===== config.mk =====
export PLATFORM = sky130hd
export DESIGN_NAME = split_candidate_gen
export DESIGN_NICKNAME = d
export VERILOG_FILES = /design/src/rtl/split_gen_pkg.sv /design/src/rtl/split_lfsr32.sv /design/src/rtl/split_candidate_gen.sv
export SDC_FILE = /design/constraint.sdc
export NUM_CORES = 1
export LEC_CHECK = 0
export CORE_AREA = 2 2 259 261
export CTS_CLUSTER_SIZE = 8
export DETAILED_ROUTE_END_ITERATION = 8
export DIE_AREA = 0 0 261 263
export PLACE_DENSITY = 0.75
export SYNTH_ARGS = -nofsm -noshare
export SYNTH_HDL_FRONTEND = slang
export SYNTH_SLANG_ARGS = --single-unit

===== constraint.sdc =====
create_clock -name clk -period 2.25 [get_ports clk]
set_clock_uncertainty 0.15 [all_clocks]
set_input_delay 0.225 -clock clk [delete_from_list [all_inputs] [get_ports clk]]
set_output_delay 0.225 -clock clk [all_outputs]
set_load 0.01 [all_outputs]

===== src/rtl/split_gen_pkg.sv =====
// Shared types, constants and helpers for the split-checker candidate generator.
// The LFSR step function lives here so the register and the chunk writer agree.
package split_gen_pkg;

  typedef enum logic [2:0] {
    ST_IDLE,
    ST_FILL,
    ST_CHECK,
    ST_HOLD,
    ST_FAIL
  } state_e;

  localparam logic [31:0] LFSR_MASK  = 32'h8020_0003;
  localparam logic [31:0] LFSR_RESET = 32'h0000_0001;

  localparam int unsigned DEF_VEC_W     = 307;
  localparam int unsigned DEF_MAX_TRIES = 16;

  function automatic int unsigned nchunk(input int unsigned w);
    return (w + 32'd31) / 32'd32;
  endfunction

  // Galois right-shift step.
  function automatic logic [31:0] lfsr_next(input logic [31:0] s);
    return s[0] ? ((s >> 1) ^ LFSR_MASK) : (s >> 1);
  endfunction

endpackage


===== src/rtl/split_lfsr32.sv =====
// 32-bit Galois LFSR with seed load; a zero seed is replaced by the reset value
// so the register can never lock up.
module split_lfsr32
  import split_gen_pkg::*;
(
  input  logic        clk,
  input  logic        rst_n,
  input  logic        load,
  input  logic [31:0] seed,
  input  logic        step,
  output logic [31:0] state
);

  logic [31:0] state_q, state_d;

  always_comb begin
    state_d = state_q;
    if (load) begin
      state_d = (seed == '0) ? LFSR_RESET : seed;
    end else if (step) begin
      state_d = lfsr_next(state_q);
    end
  end

  always_ff @(posedge clk or negedge rst_n) begin
    if (!rst_n) begin
      state_q <= LFSR_RESET;
    end else begin
      state_q <= state_d;
    end
  end

  assign state = state_q;

endmodule


===== src/rtl/split_candidate_gen.sv =====
// Builds LFSR candidates for a split constraint checker, retries until the checker
// accepts or the try budget is spent, and hands accepted vectors downstream.
module split_candidate_gen
  import split_gen_pkg::*;
#(
  parameter int unsigned VEC_W     = DEF_VEC_W,
  parameter int unsigned MAX_TRIES = DEF_MAX_TRIES
) (
  input  logic             clk,
  input  logic             rst_n,
  input  logic             start,
  input  logic             seed_load,
  input  logic [31:0]      seed,
  output logic [VEC_W-1:0] cand_vec,
  output logic             cand_valid,
  input  logic             chk_result,
  output logic [VEC_W-1:0] sample_vec,
  output logic             sample_valid,
  input  logic             sample_ready,
  output logic             fail,
  output logic             busy,
  output logic [7:0]       tries
);

  localparam int unsigned NCHUNK = nchunk(VEC_W);
  localparam int unsigned CW     = (NCHUNK > 1) ? $clog2(NCHUNK) : 1;
  localparam int unsigned LAST_W = VEC_W - 32 * (NCHUNK - 1);
  localparam logic [CW-1:0] LAST_CHUNK = CW'(NCHUNK - 1);

  state_e           state_q, state_d;
  logic [CW-1:0]    chunk_q, chunk_d;
  logic [7:0]       tries_q, tries_d;
  logic [VEC_W-1:0] cand_q, cand_d;
  logic [VEC_W-1:0] sample_q, sample_d;

  logic        lfsr_load, lfsr_step;
  logic [31:0] lfsr_state, lfsr_nxt;

  split_lfsr32 u_lfsr (
    .clk   (clk),
    .rst_n (rst_n),
    .load  (lfsr_load),
    .seed  (seed),
    .step  (lfsr_step),
    .state (lfsr_state)
  );

  // Chunks are written with the value the LFSR holds after this cycle's step.
  assign lfsr_nxt = lfsr_next(lfsr_state);

  always_comb begin
    state_d   = state_q;
    chunk_d   = chunk_q;
    tries_d   = tries_q;
    cand_d    = cand_q;
    sample_d  = sample_q;
    lfsr_load = 1'b0;
    lfsr_step = 1'b0;

    case (state_q)
      ST_IDLE: begin
        lfsr_load = seed_load;
        if (start) begin
          state_d = ST_FILL;
          tries_d = '0;
          chunk_d = '0;
        end
      end

      ST_FILL: begin
        lfsr_step = 1'b1;
        for (int unsigned k = 0; k < NCHUNK - 1; k++) begin
          if (chunk_q == CW'(k)) begin
            cand_d[k*32 +: 32] = lfsr_nxt;
          end
        end
        if (chunk_q == LAST_CHUNK) begin
          cand_d[VEC_W-1 -: LAST_W] = lfsr_nxt[LAST_W-1:0];
          state_d = ST_CHECK;
        end else begin
          chunk_d = chunk_q + CW'(1);
        end
      end

      ST_CHECK: begin
        tries_d = tries_q + 8'd1;
        if (chk_result) begin
          sample_d = cand_q;
          state_d  = ST_HOLD;
        end else if (tries_d == 8'(MAX_TRIES)) begin
          state_d = ST_FAIL;
        end else begin
          state_d = ST_FILL;
          chunk_d = '0;
        end
      end

      ST_HOLD: begin
        if (sample_ready) begin
          state_d = ST_IDLE;
        end
      end

      ST_FAIL: begin
        state_d = ST_IDLE;
      end

      default: begin
        state_d = ST_IDLE;
      end
    endcase
  end

  always_ff @(posedge clk or negedge rst_n) begin
    if (!rst_n) begin
      state_q  <= ST_IDLE;
      chunk_q  <= '0;
      tries_q  <= '0;
      cand_q   <= '0;
      sample_q <= '0;
    end else begin
      state_q  <= state_d;
      chunk_q  <= chunk_d;
      tries_q  <= tries_d;
      cand_q   <= cand_d;
      sample_q <= sample_d;
    end
  end

  assign cand_vec     = cand_q;
  assign sample_vec   = sample_q;
  assign tries        = tries_q;
  assign cand_valid   = (state_q == ST_CHECK);
  assign sample_valid = (state_q == ST_HOLD);
  assign fail         = (state_q == ST_FAIL);
  assign busy         = (state_q != ST_IDLE);

endmodule

Word level (Yosys, flattened, before mapping)
Index checks and enable logic that the tools add are counted.
{ "word_totals": {"out_inout_bits": 626, "inputBits": 38, "word_cells": 78, "regBits": 661} }
{ "op_classes": {"bitwise": 1, "reduce_logical": 21, "n_mux": 19, "eq_ne": 20, "add_sub_neg": 2} }
{ "ops": {"columns": ["cell", "n"], "rows": [
  ["$mux 32", 4],
  ["$logic_not 32->1", 1],
  ["$reduce_and 2->1", 12],
  ["$eq 4x3->1 const B", 4],
  ["$mux 4", 4],
  ["$pmux 8 s2", 1],
  ["$mux 3", 5],
  ["$pmux 3 s4", 1],
  ["$pmux 4 s3", 1],
  ["$ne 2x2->1 const B", 5],
  ["$add 8x1->8 const B", 1],
  ["$eq 4x2->1 const B", 2],
  ["$eq 4x4->1 const B", 2],
  ["$eq 8x5->1 const B", 1],
  ["$mux 8", 1],
  ["$eq 3x2->1 const B", 2],
  ["$reduce_bool 3->1", 2],
  ["$reduce_and 5->1", 1],
  ["$add 4x1->4 const B", 1],
  ["$eq 4x1->1 const B", 1],
  ["$logic_not 4->1", 1],
  ["$not 3->4", 1],
  ["$reduce_bool 2->1", 2],
  ["$eq 3x1->1 const B", 1],
  ["other kinds (5)", 6]
]} }

Depth between registers and ports, before layout
Gate-level depths: netlist of run 1.
{ "depth": {"ltp_word": 5, "ltp_mapped": 8, "depth_no_buf": 6} }

Hierarchy
From an unflattened synthesis of run 1, not the netlist that was laid out.
{ "hier_totals": {"hier_cells": 1664, "area_unflattened_um2": 25405.6} }
{ "modules_own_cells": {"columns": ["module", "area_per_inst_um2", "cells_each", "seq_area_each_um2", "n_inst"], "rows": [
  ["split_candidate_gen", 23810.3, 1509, 15740.1, 1],
  ["split_lfsr32", 1595.3, 155, 802.0, 1]
]} }

Least setup slack after synthesis of run 1
Ideal clock, no wire load.
{ "synth_path": {"path_type": "flip-flop to flip-flop", "start": "register state_q[2]", "end": "register sample_q[87], in the netlist sample_vec[87]", "setup_time_ps": 125, "period_less_slack_ps": 2211, "n_path_buf": 4, "path_stages_with_launch": 9, "required_time_ps": 1975, "setup_slack_ps": 39, "arrival_ps": 1937, "path_cell_list": "dfrtp_1 > buf_6 > or3b_1 > inv_2 > and2_1 > buf_4 > buf_6 > buf_6 > mux2_2"} }
{ "synth_between": {"elab_chain_cells": 2} }
{ "synth_rtl": {"columns": ["element", "line", "text"], "rows": [
  ["start, declared", "split_candidate_gen.sv:30", "state_e state_q, state_d;"],
  ["start signal, assigned", "split_candidate_gen.sv:122", "state_q <= state_d;"],
  ["$eq 3x2->1", null, null],
  ["via cand_valid", "split_candidate_gen.sv:15", "output logic cand_valid,"],
  ["$reduce_and 2->1 (no line)", null, null],
  ["end signal, assigned", "split_candidate_gen.sv:126", "sample_q <= sample_d;"],
  ["end, declared", "split_candidate_gen.sv:34", "logic [VEC_W-1:0] sample_q, sample_d;"]
]} }
The timed path passes the listed nets, and every way through them passes these cells.
A chain may end at the register's enable or synchronous reset.

Worst setup path after layout of run 1
{ "layout_path": {"start": "register state_q[2]", "end": "register sample_q[239], in the netlist sample_vec[239]"} }
{ "layout_between": {"elab_chain_cells": 2} }
{ "layout_rtl": {"columns": ["element", "line", "text"], "rows": [
  ["$eq 3x2->1", "split_candidate_gen.sv:60", "case (state_q)"],
  ["$reduce_and 2->1 (no line)", null, null]
]} }
No other way between the ends.

==> results of run 1 <==
==> sequential cells by signal, summed over array words and instances (netlist names) <==
name and flops:
cand_vec 307, sample_vec 307, state_q 3, tries 8, u_lfsr.state 32, chunk_q 4
==> power breakdown <==
group | total [W] | switching, W | internal, W
combinational | 0.0215 | 0.00844 | 0.0130
sequential | 0.0221 | 0.00538 | 0.0167
clock | 0.0124 | 0.00506 | 0.00739
==> per-stage QoR <==
step           std cells  TNS [ps]
2_1_floorplan       1634         0
6_report            3311     -9840
4_1_cts             3288     -1040
3_5_place_dp        3154     -2410
3_3_place_gp        3154     -1370
5_1_grt             3308    -14570
==> worst min-delay path by stage <==
stage                 endpoint  slack [ps]
6_report       sample_vec[256]          30
5_1_grt             state_q[1]          30
4_1_cts        u_lfsr.state[3]           2
3_5_place_dp   sample_vec[256]         110
3_3_place_gp   sample_vec[254]         110
2_1_floorplan      cand_vec[0]        -220
==> final cells by class <==
type                       instances  area, um^2  share of cell area
antenna                            6        15.0            0.000402
clock buffer                     101        2370              0.0633
clock inverter                     9         159             0.00425
inverter                          10        37.5             0.00100
multi-input combinational        852        8640               0.231
sequential                       661       16500               0.442
tap                              864        1080              0.0289
timing repair buffer             808        8550               0.229
==> kinds of logic (layout without fill, tap and decap cells) <==
kind of cell               Yosys count  after routing  synth area share
muxes                              617            617             0.273
xor gates and xnor gates             6              6           0.00205
other                                0              6                 0
AOI/OAI and AO/OA                   97             97            0.0214
and+or+nand+nor                    126            126            0.0261
buffers and inverters              121            928            0.0283
DFF                                661            661             0.646
adders and majority gates            6              6           0.00293
==> metal layers <==
layer	up-vias	wire [um]	global-route usage
li1	7345	-	-
met1	9066	33700	0.297
met2	613	42500	0.406
met3	182	4760	0.0552
met4	10	3040	0.0918
met5	-	64	0
==> layout by cell type, fill, tap and decap left out, types with 2 or more instances in the layout <==
cell	Yosys	layout
and3b_1	2	2
buf_8	0	13
buf_12	0	31
dfrtp_1	660	660
ha_1	6	6
clkbuf_16	0	97
nor2_1	14	13
o31ai_1	4	4
clkinv_16	0	4
buf_6	29	25
clkbuf_1	49	7
nand4_1	2	2
or3b_4	0	2
mux2_1	19	17
inv_2	2	2
and4_1	3	3
clkdlybuf4s50_1	0	658
mux2_2	543	487
or3_1	3	2
nand3_1	6	6
mux2i_1	31	31
and3_1	2	2
o21ai_0	67	67
nor3b_1	2	2
o2111ai_1	2	2
inv_6	0	3
nand4b_1	3	3
nand3b_1	2	2
diode_2	0	6
inv_1	8	8
nand4_4	0	4
mux2_4	24	82
o211a_1	2	2
nor4_1	8	8
o211ai_1	2	2
nand2_1	65	65
a21oi_1	10	10
buf_4	5	64
buf_16	0	9
xnor2_1	6	6
==> worst max-delay path, delay by kind of cell (launching register included) <==
| family | cells | cell delay (ps) |
|---|---|---|
| buffers and inverters | 5 | 690 |
| muxes | 1 | 340 |
| DFF | 1 | 400 |
| and+or+nand+nor | 2 | 580 |
==> repair_timing <==
item | 4_1_cts | 5_1_grt
setup endpoints to repair | 106 | 376
pin swaps | 2 | 2
gates resized for setup | 64 | 75
cloned | 8 | 4
hold buffers | 1 | 0
setup buffers | 15 | 14
hold endpoints to repair | 655 | 0
==> impl_metrics.toml, run 1 <==
[run_status]
status = "complete, but fails checks"
violations = "setup timing"

[drt]
vias = 17200
drc = 0
drtIter0Drc = 1115
ant_nets = 0
dr.pass1.iters = 5
wl_per_cell_um = 25.4
drt-vias-per-instance = 5.20
drt_wl_total_mm = 84.0

[floorplanning]
core.rowCount = 94
die_w_um = 261
core_region_area_um2 = 65600
die-height_um = 263
die-area_um2 = 68600
ios = 664
start_util = 0.390

[setup_path]
cp.required_ps = 2600
r2r_end = "sample_vec[239]"
crit_path_max_incr_delay_ps = 410
cp-start-kind = "register"
r2r_start = "state_q[2]"
r2r_cells = 8
arrival_ps = 2690
critical_path_class = "reg2reg"
crit_chain = "buf_6, or3b_4, inv_2, and2_4, buf_12, buf_12, buf_4, mux2_2"
cp_max_fo = 7
crit_path_start = "state_q[2]"
crit_end = "sample_vec[239]"
cp_slowest_cell = "or3b_4"
r2r_setup_slack_ps = -90
crit_top_cell = "buf_12"
end_kind = "register"

[global_routing]
grt_pass1_vias = 18300
grt_usage = 0.240
grt_overflow_total = 0
antenna_found_initial = 13
grt_max_degree = 66
grt_first_pass_wirelength_mm = 123

[pwr]
peakVddDrop_mv = 0.783
power.total_w = 0.0561
pwr_density_cell_nw_per_um2 = 1500
p_leak_nw = 17.0

[placed_design]
dp_slack_ps = -100
placed_area_um2 = 33800
gp_congestion = 0.854
post-dp-hpwl_mm = 57.7
port_buffers = 663

[yosys]
synth.top_cell.area_share = 0.645
yosysMostFrequentCell = "dfrtp_1"
postSynthCellCount = 1634
yosysWarnings = 0
synth_area_leaders = "dfrtp_1 (64%), mux2_2 (24%), mux2_4 (1.4%)"
synthTopCellsByCount = "dfrtp_1 (660), mux2_2 (543), o21ai_0 (67)"
synth-seq-area-share = 0.646
synth_ff_type = "dfrtp_1"
ys_types = 52
syn_avg_cell_area_um2 = 15.7
synth_top_cell_by_area = "dfrtp_1"
synth-seq-cells = 661
syn-cell-area_um2 = 25600
synth_edf_count = 0
synthArstFlopShare = 1.00
syn_nets = 1678

[clocking]
cts_num_sinks = 661
clk_latency_ps = 630
cts_tree = "yes"
clk_root_buffer_cell = "clkbuf_16"
clockBufferDepth = 3
numCtsBuffers = 93
cts.htree.levels = 3
clkTransAtPathRegs_ps = 60

[final_layout]
final_area_um2 = 37400
layout-drive-gt1-share = 0.344
fillers = 5052
num-nets-final = 2470
synthToLayoutAreaGrowth_pct = 46.0
final_core_util = 0.570

[flow_run]
drv_cap = 0

[timing]
rsz0062_at_grt = "yes"
whs_ps = 31.0
setup_slack_ps = -90.5
fin_crit_sh = 1.04
setup-violations-final = 253
max_freq_ghz = 0.427
hold_violations = 0
slew_viol_final = 0
worst_pin_slew_ps = 1250
relSlewSlack = 0.162
min_period_ps = 2340

[hold_path]
hold_class = "in2async"
Power figures use the tool's default switching activity.
==> run 2: changes to the inputs <==
Settings changed: CAP_MARGIN set to 20.
==> run 2 against run 1 <==
Compared with the run above: the flow still finishes with violations (setup timing); critical path depth unchanged; setup slack better by 5.3 ps; count of clock-buffer cells in the layout unchanged; combinational power is essentially flat; sequential share of layout area is essentially flat; wire length is 0.15% lower; via count about the same; register-to-register slack about the same.
==> impl_metrics.toml, run 2 (synthesis gave the netlist of run 1 again) <==
[run_status]
status = "complete, but fails checks"
violations = "setup timing"

[final_layout]
final_common_cell = "dfrtp_1"
final_cell_mix = "dfrtp_1 (660), clkdlybuf4s50_1 (658), mux2_2 (487), clkbuf_16 (97), mux2_4 (82)"
synthToLayoutAreaGrowth_pct = 46.0
num-nets-final = 2471
layout-drive-gt1-share = 0.344
final_area_um2 = 37400

[timing]
slew_viol_final = 0
worst_pin_slew_ps = 755
hold_violations = 0
setup_slack_ps = -85.3
whs_ps = 27.5
rsz0062_at_grt = "yes"
min_period_ps = 2340
fin_crit_sh = 1.04
relSlewSlack = 0.493
tns_ps = -9570
max_freq_ghz = 0.428
setup-violations-final = 253

[drt]
vias = 17200
drc = 0
top_layer = "met5"
drtIter0Drc = 1095
wl_per_cell_um = 25.3
ant_nets = 0
dr.pass1.iters = 5
drt_wl_total_mm = 83.9
drt-vias-per-instance = 5.20
met1_length_mm = 33.6
dr_wl_met2_mm = 42.4
dr_wl_met3_mm = 4.77

[setup_path]
arrival_ps = 2690
crit_top_cell = "buf_12"
cp_max_fo = 7
cp.required_ps = 2600
r2r_end = "sample_vec[239]"
crit_chain = "buf_6, or3b_4, inv_2, and2_4, buf_12, buf_12, buf_4, mux2_2"
critical_path_class = "reg2reg"
r2r_cells = 8
crit_end = "sample_vec[239]"
r2r_start = "state_q[2]"
r2r_setup_slack_ps = -90
cp-start-kind = "register"
crit_path_max_incr_delay_ps = 410
crit_path_start = "state_q[2]"
end_kind = "register"
cp_slowest_cell = "or3b_4"

[floorplanning]
ios = 664
die_w_um = 261
die-area_um2 = 68600
core_region_area_um2 = 65600
die-height_um = 263
core.rowCount = 94
start_util = 0.390

[placed_design]
post-dp-hpwl_mm = 57.7
gp_congestion = 0.854
placed_area_um2 = 33800
port_buffers = 663

[global_routing]
grt_first_pass_wirelength_mm = 123
grt_pass1_vias = 18300
grt_overflow_total = 0
grt_usage = 0.240
grt_max_degree = 66
antenna_found_initial = 13

[clocking]
clk_root_buffer_cell = "clkbuf_16"
clk_latency_ps = 630
clkTransAtPathRegs_ps = 60
cts.htree.levels = 3
cts_num_sinks = 661
cts_tree = "yes"
numCtsBuffers = 93
clockBufferDepth = 3

[pwr]
power.total_w = 0.0561
peakVddDrop_mv = 0.782
pwr_density_cell_nw_per_um2 = 1500
p_leak_nw = 17.0

[flow_run]
drv_cap = 0

[hold_path]
hold_class = "in2async"
-- run 2: cell count changes in the layout (fill, tap and decap cells not counted) --
cell | previous run | this run
buf_4 | 64 | 65
diode_2 | 6 | 7
-- run 2: metrics by stage --
step,util,setup WS (ps),cells
final,0.570,-85.3,3313
after global routing,0.570,-100,3309
after CTS,0.563,-202,3288
after detailed placement,0.515,-100,3154
after global placement,0.515,-63.0,3154
after floorplan,-,38.5,1634
-- run 2: metal layers --
metal,GRT usage,up-vias
li1,-,7352
met1,0.297,9030
met2,0.406,639
met3,0.0552,187
met4,0.0918,10
met5,0,-
-- run 2: report_power, final --
part	internal, W	switching (W)
combinational	0.0131	0.00844
sequential	0.0167	0.00537
clock	0.00739	0.00505
total	0.0372	0.0189
-- run 2: timing repair --
action,CTS,global route
hold endpoints to repair,655,0
hold buffers,1,0
buffers inserted,15,14
gates resized for setup,64,75
setup endpoints to repair,106,376
pin swaps,2,2
gates cloned,8,4
-- run 2: area by class of cell --
class / count / area [um^2]
repair buffers: 809 / 8560
multi-input cells: 852 / 8640
fillers: 5051 / 28200
inverters: 10 / 37.5
clock buffers: 101 / 2370
flip-flops and latches: 661 / 16500
well taps: 864 / 1080
clock inverters: 9 / 159
diodes: 7 / 17.5
-- run 2: worst min-delay path by stage --
stage | from | slack, ps | to
global placement | rst_n | 110 | sample_vec[254]
global route | sample_ready | 30 | state_q[1]
finish | rst_n | 30 | sample_vec[256]
CTS | seed[3] | 2 | u_lfsr.state[3]
detailed placement | rst_n | 110 | sample_vec[256]
floorplan | rst_n | -220 | cand_vec[0]
-- run 2: worst max-delay path, delay by kind of cell, from the launching register on --
family                 cells  cell delay (ps)
buffers and inverters      5              690
flip-flops                 1              400
multiplexers               1              340
AND/OR/NAND/NOR            2              580
==> run 3: changes to the inputs <==
--- a/constraint.sdc
+++ b/constraint.sdc
@@ -4,2 +4,2 @@
 set_output_delay 0.225 -clock clk [all_outputs]
-set_load 0.01 [all_outputs]
+set_load 0.02 [all_outputs]
==> run 3 against run 2 <==
Compared with the run above: the run still ends with setup timing left; register-to-register slack gained 80 ps; power grew 5.0%; via count fell by 1.8%; critical path type unchanged; largest cell class unchanged; highest routed layer unchanged.
==> impl_metrics.toml, run 3 (synthesis gave the netlist of run 1 again) <==
[final_layout]
final_common_cell = "dfrtp_1"
layout-drive-gt1-share = 0.331
synthToLayoutAreaGrowth_pct = 42.2
final_cell_mix = "dfrtp_1 (660), clkdlybuf4s50_1 (657), mux2_2 (540), clkbuf_16 (95), buf_4 (68)"
num-nets-final = 2427

[placed_design]
post-dp-hpwl_mm = 57.6
dp_slack_ps = -79.2
gp_congestion = 0.825
port_buffers = 663

[setup_path]
arrival_ps = 2600
cp_max_fo = 28
cp.required_ps = 2600
critical_path_class = "reg2reg"
end_kind = "register"
cp-start-kind = "register"

[pwr]
pwr_density_cell_nw_per_um2 = 1620
p_leak_nw = 16.6
peakVddDrop_mv = 0.898
power.total_w = 0.0589

[global_routing]
grt_first_pass_wirelength_mm = 118
antenna_found_initial = 11
grt_overflow_total = 0
grt_pass1_vias = 18100
grt_max_degree = 86
grt_usage = 0.228

[drt]
drt-vias-per-instance = 5.17
ant_nets = 0
drc = 0
drtIter0Drc = 873
vias = 16900
wl_per_cell_um = 24.2
drt_wl_total_mm = 79.1
dr.pass1.iters = 4

[timing]
setup-violations-final = 1
max_freq_ghz = 0.443
hold_violations = 0
min_period_ps = 2260
worst_pin_slew_ps = 727
setup_slack_ps = -5.06
fin_crit_sh = 1.00
slew_viol_final = 0
rsz0062_at_grt = "yes"
relSlewSlack = 0.515

[clocking]
cts_num_sinks = 661
clkTransAtPathRegs_ps = 60
cts_tree = "yes"
clk_root_buffer_cell = "clkbuf_16"
clk_latency_ps = 630
numCtsBuffers = 93
cts.htree.levels = 3
clockBufferDepth = 3

[hold_path]
hold_class = "in2reg"

[floorplanning]
start_util = 0.390
ios = 664
die-area_um2 = 68600
core_region_area_um2 = 65600
die_w_um = 261
die-height_um = 263
core.rowCount = 94

[run_status]
violations = "setup timing"
status = "complete, but fails checks"

[flow_run]
drv_cap = 0
-- run 3: worst max-delay path, stage by stage, from the launching register on --
cell     delay, ps
dfrtp_1        380
buf_4          140
or3b_4         390
inv_4           70
and2_4         180
buf_12         190
buf_16         210
mux2_2         360
-- run 3: final cells by class --
cell class	count	area [um^2]
inverter	10	40.0
antenna	6	15.0
fill	5130	29200
clock buffer	105	2420
clock inverter	6	110
sequential	661	16500
tap	864	1080
timing repair buffer	765	7780
multi-input combinational	852	8430
-- run 3: worst paths after layout --
kind | from | endpoint | cells after the start | slack, ps
worst max-delay path | state_q[2] | sample_vec[113] | 7 | -5
worst min-delay path | seed[26] | u_lfsr.state[26] | 3 | 60
worst max register to register | state_q[2] | sample_vec[113] | 7 | -5
worst min register to register | sample_vec[95] | sample_vec[95] | 1 | 330
max in group asynchronous | rst_n | cand_vec[107] | 4 | 1280
min in group asynchronous | rst_n | cand_vec[224] | 3 | 90
-- run 3: stage by stage --
stage                     utilization  hold slack (ps)  instances  setup TNS, ps  area [um^2]
after global routing            0.555             43.4       3266           -187        36400
after floorplan                     -             -221       1634              0        25600
after CTS                       0.554             10.5       3260           -204        36400
after detailed placement        0.515            -35.9       3146          -1820        33800
final                           0.555             56.7       3269          -5.06        36400
after global placement          0.515            -34.8       3146           -826        33800
-- run 3: power breakdown --
| part | total (W) | switching, W | internal (W) | leakage, nW |
|---|---|---|---|---|
| sequential | 0.0220 | 0.00525 | 0.0167 | 8.67 |
| clock | 0.0124 | 0.00492 | 0.00750 | 1.24 |
| combinational | 0.0244 | 0.0117 | 0.0127 | 6.74 |
| total | 0.0589 | 0.0219 | 0.0370 | 16.6 |
-- run 3: what timing repair did --
| action | CTS | global route |
|---|---|---|
| resized for setup | 29 | 6 |
| hold buffers | 2 | 0 |
| hold endpoints to repair | 661 | 0 |
| setup endpoints to repair | 93 | 57 |
| pin swaps | 2 | 0 |
| buffers inserted | 1 | 2 |
-- run 3: per-layer routing --
| layer | share of wire | vias to the layer above | GRT usage | wire length [um] |
|---|---|---|---|---|
| met3 | 0.066 | 140 | 0.0524 | 5240 |
| li1 | - | 7244 | - | - |
| met2 | 0.52 | 617 | 0.396 | 40800 |
| met1 | 0.39 | 8904 | 0.277 | 30700 |
| met4 | 0.029 | 8 | 0.0840 | 2290 |
| met5 | 0.00066 | - | 0 | 52 |
